[src/rtl/wishbone_master.sv]
// Single-outstanding Wishbone classic master; command to stb 1 edge, ack to rsp_valid 1 edge.
// cmd_ready only while idle; response held until rsp_ready; bus timeout returns rsp_err.
module wishbone_master #(
  parameter int unsigned TIMEOUT_CYCLES = 255
) (
  input  logic        wb_clk_i,
  input  logic        wb_rst_n_i,
  input  logic        cmd_valid,
  output logic        cmd_ready,
  input  logic        cmd_we,
  input  logic [7:0]  cmd_addr,
  input  logic [31:0] cmd_wdata,
  output logic        rsp_valid,
  input  logic        rsp_ready,
  output logic [31:0] rsp_rdata,
  output logic        rsp_err,
  output logic [7:0]  wb_adr_o,
  output logic [31:0] wb_dat_o,
  output logic        wb_we_o,
  output logic        wb_cyc_o,
  output logic        wb_stb_o,
  input  logic [31:0] wb_dat_i,
  input  logic        wb_ack_i,
  input  logic        wb_int_i,
  output logic        irq_pulse
);

  typedef enum logic [1:0] {IDLE, BUS, RESP} state_t;

  typedef struct packed {
    logic        we;
    logic [7:0]  adr;
    logic [31:0] dat;
  } req_t;

  typedef struct packed {
    logic        vld;
    logic        err;
    logic [31:0] dat;
  } rsp_t;

  localparam logic [15:0] TO_LAST = 16'(TIMEOUT_CYCLES - 1);

  state_t      state_q, state_d;
  logic [15:0] cnt_q, cnt_d;
  req_t        req_q, req_d;
  rsp_t        rsp_q, rsp_d;
  logic        cyc_q, cyc_d;
  logic        rdy_q, rdy_d;
  logic        int_prev_q;
  logic        irq_q;

  always_comb begin
    state_d = state_q;
    cnt_d   = cnt_q;
    req_d   = req_q;
    rsp_d   = rsp_q;
    cyc_d   = cyc_q;
    case (state_q)
      IDLE: begin
        if (cmd_valid && rdy_q) begin
          req_d   = '{we: cmd_we, adr: cmd_addr, dat: cmd_wdata};
          cyc_d   = 1'b1;
          cnt_d   = '0;
          state_d = BUS;
        end
      end
      BUS: begin
        // ack takes priority over an expiring timeout on the same edge
        if (wb_ack_i) begin
          cyc_d   = 1'b0;
          rsp_d   = '{vld: 1'b1, err: 1'b0, dat: (req_q.we ? 32'd0 : wb_dat_i)};
          state_d = RESP;
        end else if (cnt_q == TO_LAST) begin
          cyc_d   = 1'b0;
          rsp_d   = '{vld: 1'b1, err: 1'b1, dat: 32'd0};
          state_d = RESP;
        end else begin
          cnt_d = cnt_q + 16'd1;
        end
      end
      RESP: begin
        if (rsp_ready) begin
          rsp_d.vld = 1'b0;
          state_d   = IDLE;
        end
      end
      default: state_d = IDLE;
    endcase
    // registered so it stays low through reset and rises on the first edge after release
    rdy_d = (state_d == IDLE);
  end

  always_ff @(posedge wb_clk_i or negedge wb_rst_n_i) begin
    if (!wb_rst_n_i) begin
      state_q <= IDLE;
      cnt_q   <= '0;
      req_q   <= '0;
      rsp_q   <= '0;
      cyc_q   <= 1'b0;
      rdy_q   <= 1'b0;
    end else begin
      state_q <= state_d;
      cnt_q   <= cnt_d;
      req_q   <= req_d;
      rsp_q   <= rsp_d;
      cyc_q   <= cyc_d;
      rdy_q   <= rdy_d;
    end
  end

  always_ff @(posedge wb_clk_i or negedge wb_rst_n_i) begin
    if (!wb_rst_n_i) begin
      int_prev_q <= 1'b0;
      irq_q      <= 1'b0;
    end else begin
      int_prev_q <= wb_int_i;
      irq_q      <= wb_int_i & ~int_prev_q;
    end
  end

  assign cmd_ready = rdy_q;
  assign wb_adr_o  = req_q.adr;
  assign wb_dat_o  = req_q.dat;
  assign wb_we_o   = req_q.we;
  assign wb_cyc_o  = cyc_q;
  assign wb_stb_o  = cyc_q;
  assign rsp_valid = rsp_q.vld;
  assign rsp_err   = rsp_q.err;
  assign rsp_rdata = rsp_q.dat;
  assign irq_pulse = irq_q;

endmodule

[config.mk]
export PLATFORM = sky130hd
export DESIGN_NAME = wishbone_master
export DESIGN_NICKNAME = d
export VERILOG_FILES = /design/src/rtl/wishbone_master.sv
export SDC_FILE = /design/constraint.sdc
export NUM_CORES = 1
export LEC_CHECK = 0
export ABC_CLOCK_PERIOD_IN_PS = 3100
export BUFFER_PORTS_ARGS = -buffer_cell sky130_fd_sc_hd__buf_2
export CORE_ASPECT_RATIO = 1.75
export CORE_UTILIZATION = 25
export DETAILED_ROUTE_END_ITERATION = 8
export GPL_TIMING_DRIVEN = 1
export PLACE_DENSITY = 0.49
export SYNTH_ARGS = -nofsm -noshare
export SYNTH_HDL_FRONTEND = slang
export SYNTH_SLANG_ARGS = --single-unit
[constraint.sdc]
create_clock -name wb_clk_i -period 3.1 [get_ports wb_clk_i]
set_clock_uncertainty 0.15 [all_clocks]
set_input_delay 0.155 -clock wb_clk_i [delete_from_list [all_inputs] [get_ports wb_clk_i]]
set_output_delay 0.155 -clock wb_clk_i [all_outputs]
set_load 0.1 [all_outputs]
After elaboration in Yosys (flattened, before gate mapping)
Cells that the tools add are included.
{ "word_totals": {"register_bits": 97, "input_bits": 79, "out_inout_bits": 79, "wordCells": 52} }
{ "op_classes": {"addsub": 1, "eq_ne": 8, "muxes": 18, "n_bitwise": 2, "reduce_logical": 11} }
{ "op_table": {"columns": ["op", "count"], "rows": [
  ["two-way mux 34 bit", 2],
  ["two-way mux 16 bit", 3],
  ["two-way mux 32 bit", 1],
  ["one-hot mux 16 bit (2 select lines)", 1],
  ["adder 16 x 1 -> 16 bit (second input constant)", 1],
  ["== test 16 x 8 -> 1 bit (second input constant)", 1],
  ["two-way mux 2 bit", 4],
  ["!= test 2 bit (second input constant)", 4],
  ["one-hot mux 2 bit (3 select lines)", 1],
  ["AND reduction 3 bit", 2],
  ["nonzero test 2 bit", 3],
  ["zero test 2 bit", 2],
  ["two-way mux 1 bit", 4],
  ["one-hot mux 1 bit (2 select lines)", 2],
  ["AND reduction 2 bit", 2],
  ["AND reduction 4 bit", 1],
  ["!= test 3 bit (second input constant)", 1],
  ["== test 2 x 1 -> 1 bit (second input constant)", 1],
  ["== test 2 bit (second input constant)", 1],
  ["AND 1 bit", 1],
  ["logical AND 1 bit", 1],
  ["NOT 1 bit", 1]
]} }

Depth between registers and ports, before layout
{ "depth": {"depth_word": 5, "depth_mapped": 7, "mapped_depth_nobuf": 6} }

Worst setup path before layout
No wires, ideal clock.
{ "synth_path": {"path_kind": "register -> register", "start": "register state_q[1]", "end": "register cnt_q[12]", "arrival_time_ps": 1986, "t_required_ps": 2872, "path_slack_ps": 886, "stages_incl_launch_ff": 7, "n_path_buf": 2, "synth_period_minus_slack_ps": 2214, "cell_sequence": "dfrtp_1 -> or3b_1 -> buf_2 -> or3_1 -> buf_2 -> or4_1 -> a21oi_1"} }
{ "synth_between": {"elab_chain_cells": 3} }
{ "synth_rtl": {"columns": ["element", "line_no", "rtl"], "rows": [
  ["start: declaration", "44", "state_t state_q, state_d;"],
  ["start signal: assignment", "103", "state_q <= state_d;"],
  ["== test 2 x 1 -> 1 bit or zero test 2 bit (tied branches)", "59", "case (state_q)"],
  ["!= test 2 bit (no line) or nonzero test 2 bit (tied branches)", null, null],
  ["AND reduction 4 bit (no line)", null, null],
  ["end signal: assignment", "104", "cnt_q <= cnt_d;"],
  ["end: declaration", "45", "logic [15:0] cnt_q, cnt_d;"]
]} }
Parallel ways exist; a longest one is shown, timed or not.
A chain may end at the register's enable or synchronous reset.

Final worst setup path
{ "layout_path": {"start": "input wb_ack_i", "end": "register cnt_q[10]"} }
{ "layout_between": {"elab_chain_cells": 2} }
{ "layout_rtl": {"columns": ["element", "line_no", "rtl"], "rows": [
  ["start: declaration", "23", "input logic wb_ack_i,"],
  ["!= test 2 bit (no line)", null, null],
  ["AND reduction 4 bit (no line)", null, null]
]} }
Every way passes these cells.

==> summary.md <==
| Metric | Value |
|---|---|
| Seq cells post-synth | 97 |
| Sequential area share after synthesis | roughly 64% |
| Largest net degree at the start of global routing | 90 |
| Clock root buffer | clkbuf_16 |
| Crit share post-route | 78.7% |
| # H-tree levels | 3 |
| Residual DRC | 0 |
| CTS tree | yes |
| Slew Viols, Final | 0 |
| Final hold vios | 0 |
| Resized cells post-CTS | 0 |
| Critical Path AT | 2.55 ns |
| Setup ws final | 0.660 ns |
| Min cycle time layout | 2.44 ns |
| Routed Antenna Nets | 0 |
| CP required | 3.21 ns |
| Setup violators final | 0 |
| Core region area | 0.0149 mm2 |
| Die width | between 90 and 100 um |
| I/O pin count | 158 |
| Post-DR wirelength/cell | approximately 13 um |
| CP Capture Type | flop |
| Starting density of the core | 25.6% |
| Status | finished clean |
| Area Overhead vs Synth | 53.9% |
| Worst Path Max Fanout | 8 |
| Row count | 59 |
| EDFF count, synth | 0 |
| Routed WL | a little over 10000 um |
| Total grt overflow | 0 |
| Unrepaired setup endpoints after global routing | false |
| Synth Warn # | 0 |
| Total number of vias | 3467 |
| Fmax | 0.410 GHz |
| Final non-filler cell total | 785 |
| Mapped Cells | 366 |
| Initial DRC count | 88 |
| Maxcap violations | 0 |
| Design Area, Final | 0.00586 mm2 |
| PortBufs | 157 |
| Max Buffers Root-to-Sink | 2 |
| Rel. slew slack | between 40% and 50% |
| Clock slew at reported path FFs | 0.07 ns |
| Dpl cells | between 600 and 700 |
| Number of global-route vias before repair | ~3400 |
| Dpl hpwl | 6810 um |
| Syn Nets | around 450 |
| Die Y | around 170 um |
| Initial antenna violation count | 0 |
| Slew of the pin with the lowest slew margin | 0.767 ns |
| Async S/R FF share, synth | 100% |
| Area after DPL | just under 0.005 mm2 |
| Sink Count | 97 |
| Post-Route Setup TNS | 0 ns |
| Drt first pass iters | 4 |
| Synth cell types | 34 |
| Min-delay worst type | primary input to async pin |
| Gp weighted congestion | 0.767 |
| Post-Place Worst Slack | about 0.75 ns |
| N_diodes | 0 |
| Final nets | 678 |
| Most used DFF post-synth | dfrtp_1 |
| Via density | 4.42 |
| Die ar. | 0.0158 mm2 |
| Layout cells sized above 1 | 30.7% |
| First-pass GRT wire length | 15900 um |
| Worst-Skew Late Latency | 0.34 ns |
| Synthesized cell area | 0.00381 mm2 |
| All-Layer GR Usage | between 10% and 20% |
| CTS Buf Count | 9 |
| Crit path kind | primary input to flop |
| Mean Syn Cell Area | around 10 um2 |
| Worst setup SP type | primary input |
## stage by stage
stage                     util, %  hold WS, ns
after floorplan                 -       -0.291
after global routing         39.3       0.0447
after detailed placement     32.3       -0.161
final                        39.3       0.0312
after CTS                    39.3       0.0168
after global placement       32.3       -0.162
## cell families (layout without fill, tap and decap cells)
group           Yosys count  count (layout)  share of synthesized area (%)
fa+ha+maj                 2               2                          0.656
compound gates           64              64                           12.6
simple gates            176             176                           19.8
buf+inv                  24             260                           2.53
mux                       1               1                          0.263
flops                    97              97                           63.7
xor+xnor                  2               2                          0.460
## placed cells by master (no fill, tap or decap), types with 7 or more instances in the layout
master,count
dfrtp_1,97
dlygate4sd3_1,77
nand2_1,136
clkbuf_16,9
buf_4,7
a21oi_1,9
buf_2,156
a22o_1,32
o31ai_1,8
## state kept, by name (all words and copies together) (netlist names)
| signal | count |
|---|---|
| cmd_ready | 1 |
| cnt_q | 16 |
| int_prev_q | 1 |
| irq_pulse | 1 |
| rsp_err | 1 |
| rsp_rdata | 32 |
| rsp_valid | 1 |
| state_q | 2 |
| wb_adr_o | 8 |
| wb_cyc_o | 1 |
| wb_dat_o | 32 |
| wb_we_o | 1 |
## worst max-delay path, cell delays in order
cell,delay [ns]
dlygate4sd3_1,0.54
buf_2,0.17
or3b_1,0.50
or3_1,0.52
or4_1,0.51
a21oi_1,0.16
## layer usage
layer / up-vias / share of wire (%) / GRT usage [%]
li1: 1705 / - / -
met1: 1653 / 41 / 14.6
met2: 102 / 53 / 23.7
met3: 7 / 4.9 / 2.75
met4: 0 / 1.1 / 5.30
met5: - / 0 / 0
## layout make-up
| type | instances | area, um2 |
|---|---|---|
| inverter | 3 | 11.3 |
| clock inverter | 6 | 43.8 |
| tap | 183 | 229 |
| sequential | 97 | 2430 |
| clock buffer | 10 | 229 |
| timing repair buffer | 241 | 1620 |
| multi-input combinational | 245 | 1300 |
| fill | 1475 | 9050 |
## cells in the mapped netlist (3+ instances only)
master	count	area share, %
a21oi_1	9	1.2
a22o_1	32	7.4
buf_1	3	0.30
clkbuf_1	15	1.5
dfrtp_1	97	64
inv_1	3	0.30
nand2_1	136	13
nand3_1	4	0.53
nand4_1	6	0.99
nor2_1	6	0.59
o211ai_1	5	0.99
o21ai_0	6	0.79
o31ai_1	8	1.6
or3_1	6	0.99
or4_1	5	0.99
## final timing paths
kind,startpoint,cells after the start,slack (ns),endpoint
max,wb_ack_i,6,0.66,cnt_q[10]
min,wb_rst_n_i,2,0.03,wb_dat_o[12]
max reg2reg,state_q[1],4,0.72,cnt_q[10]
min reg2reg,int_prev_q,1,0.25,irq_pulse
max in group asynchronous,wb_rst_n_i,3,2.08,wb_we_o
min in group wb_clk_i,int_prev_q,1,0.25,irq_pulse
## what timing repair did
action,CTS,global route
setup buffers,0,0
endpoints found under the hold margin,175,0
hold buffers,77,0
endpoints found under the setup margin,0,0
Power is left out: the tool's default activity adds up to more than one toggle a clock period on the data nets, which glitch-free logic cannot reach.
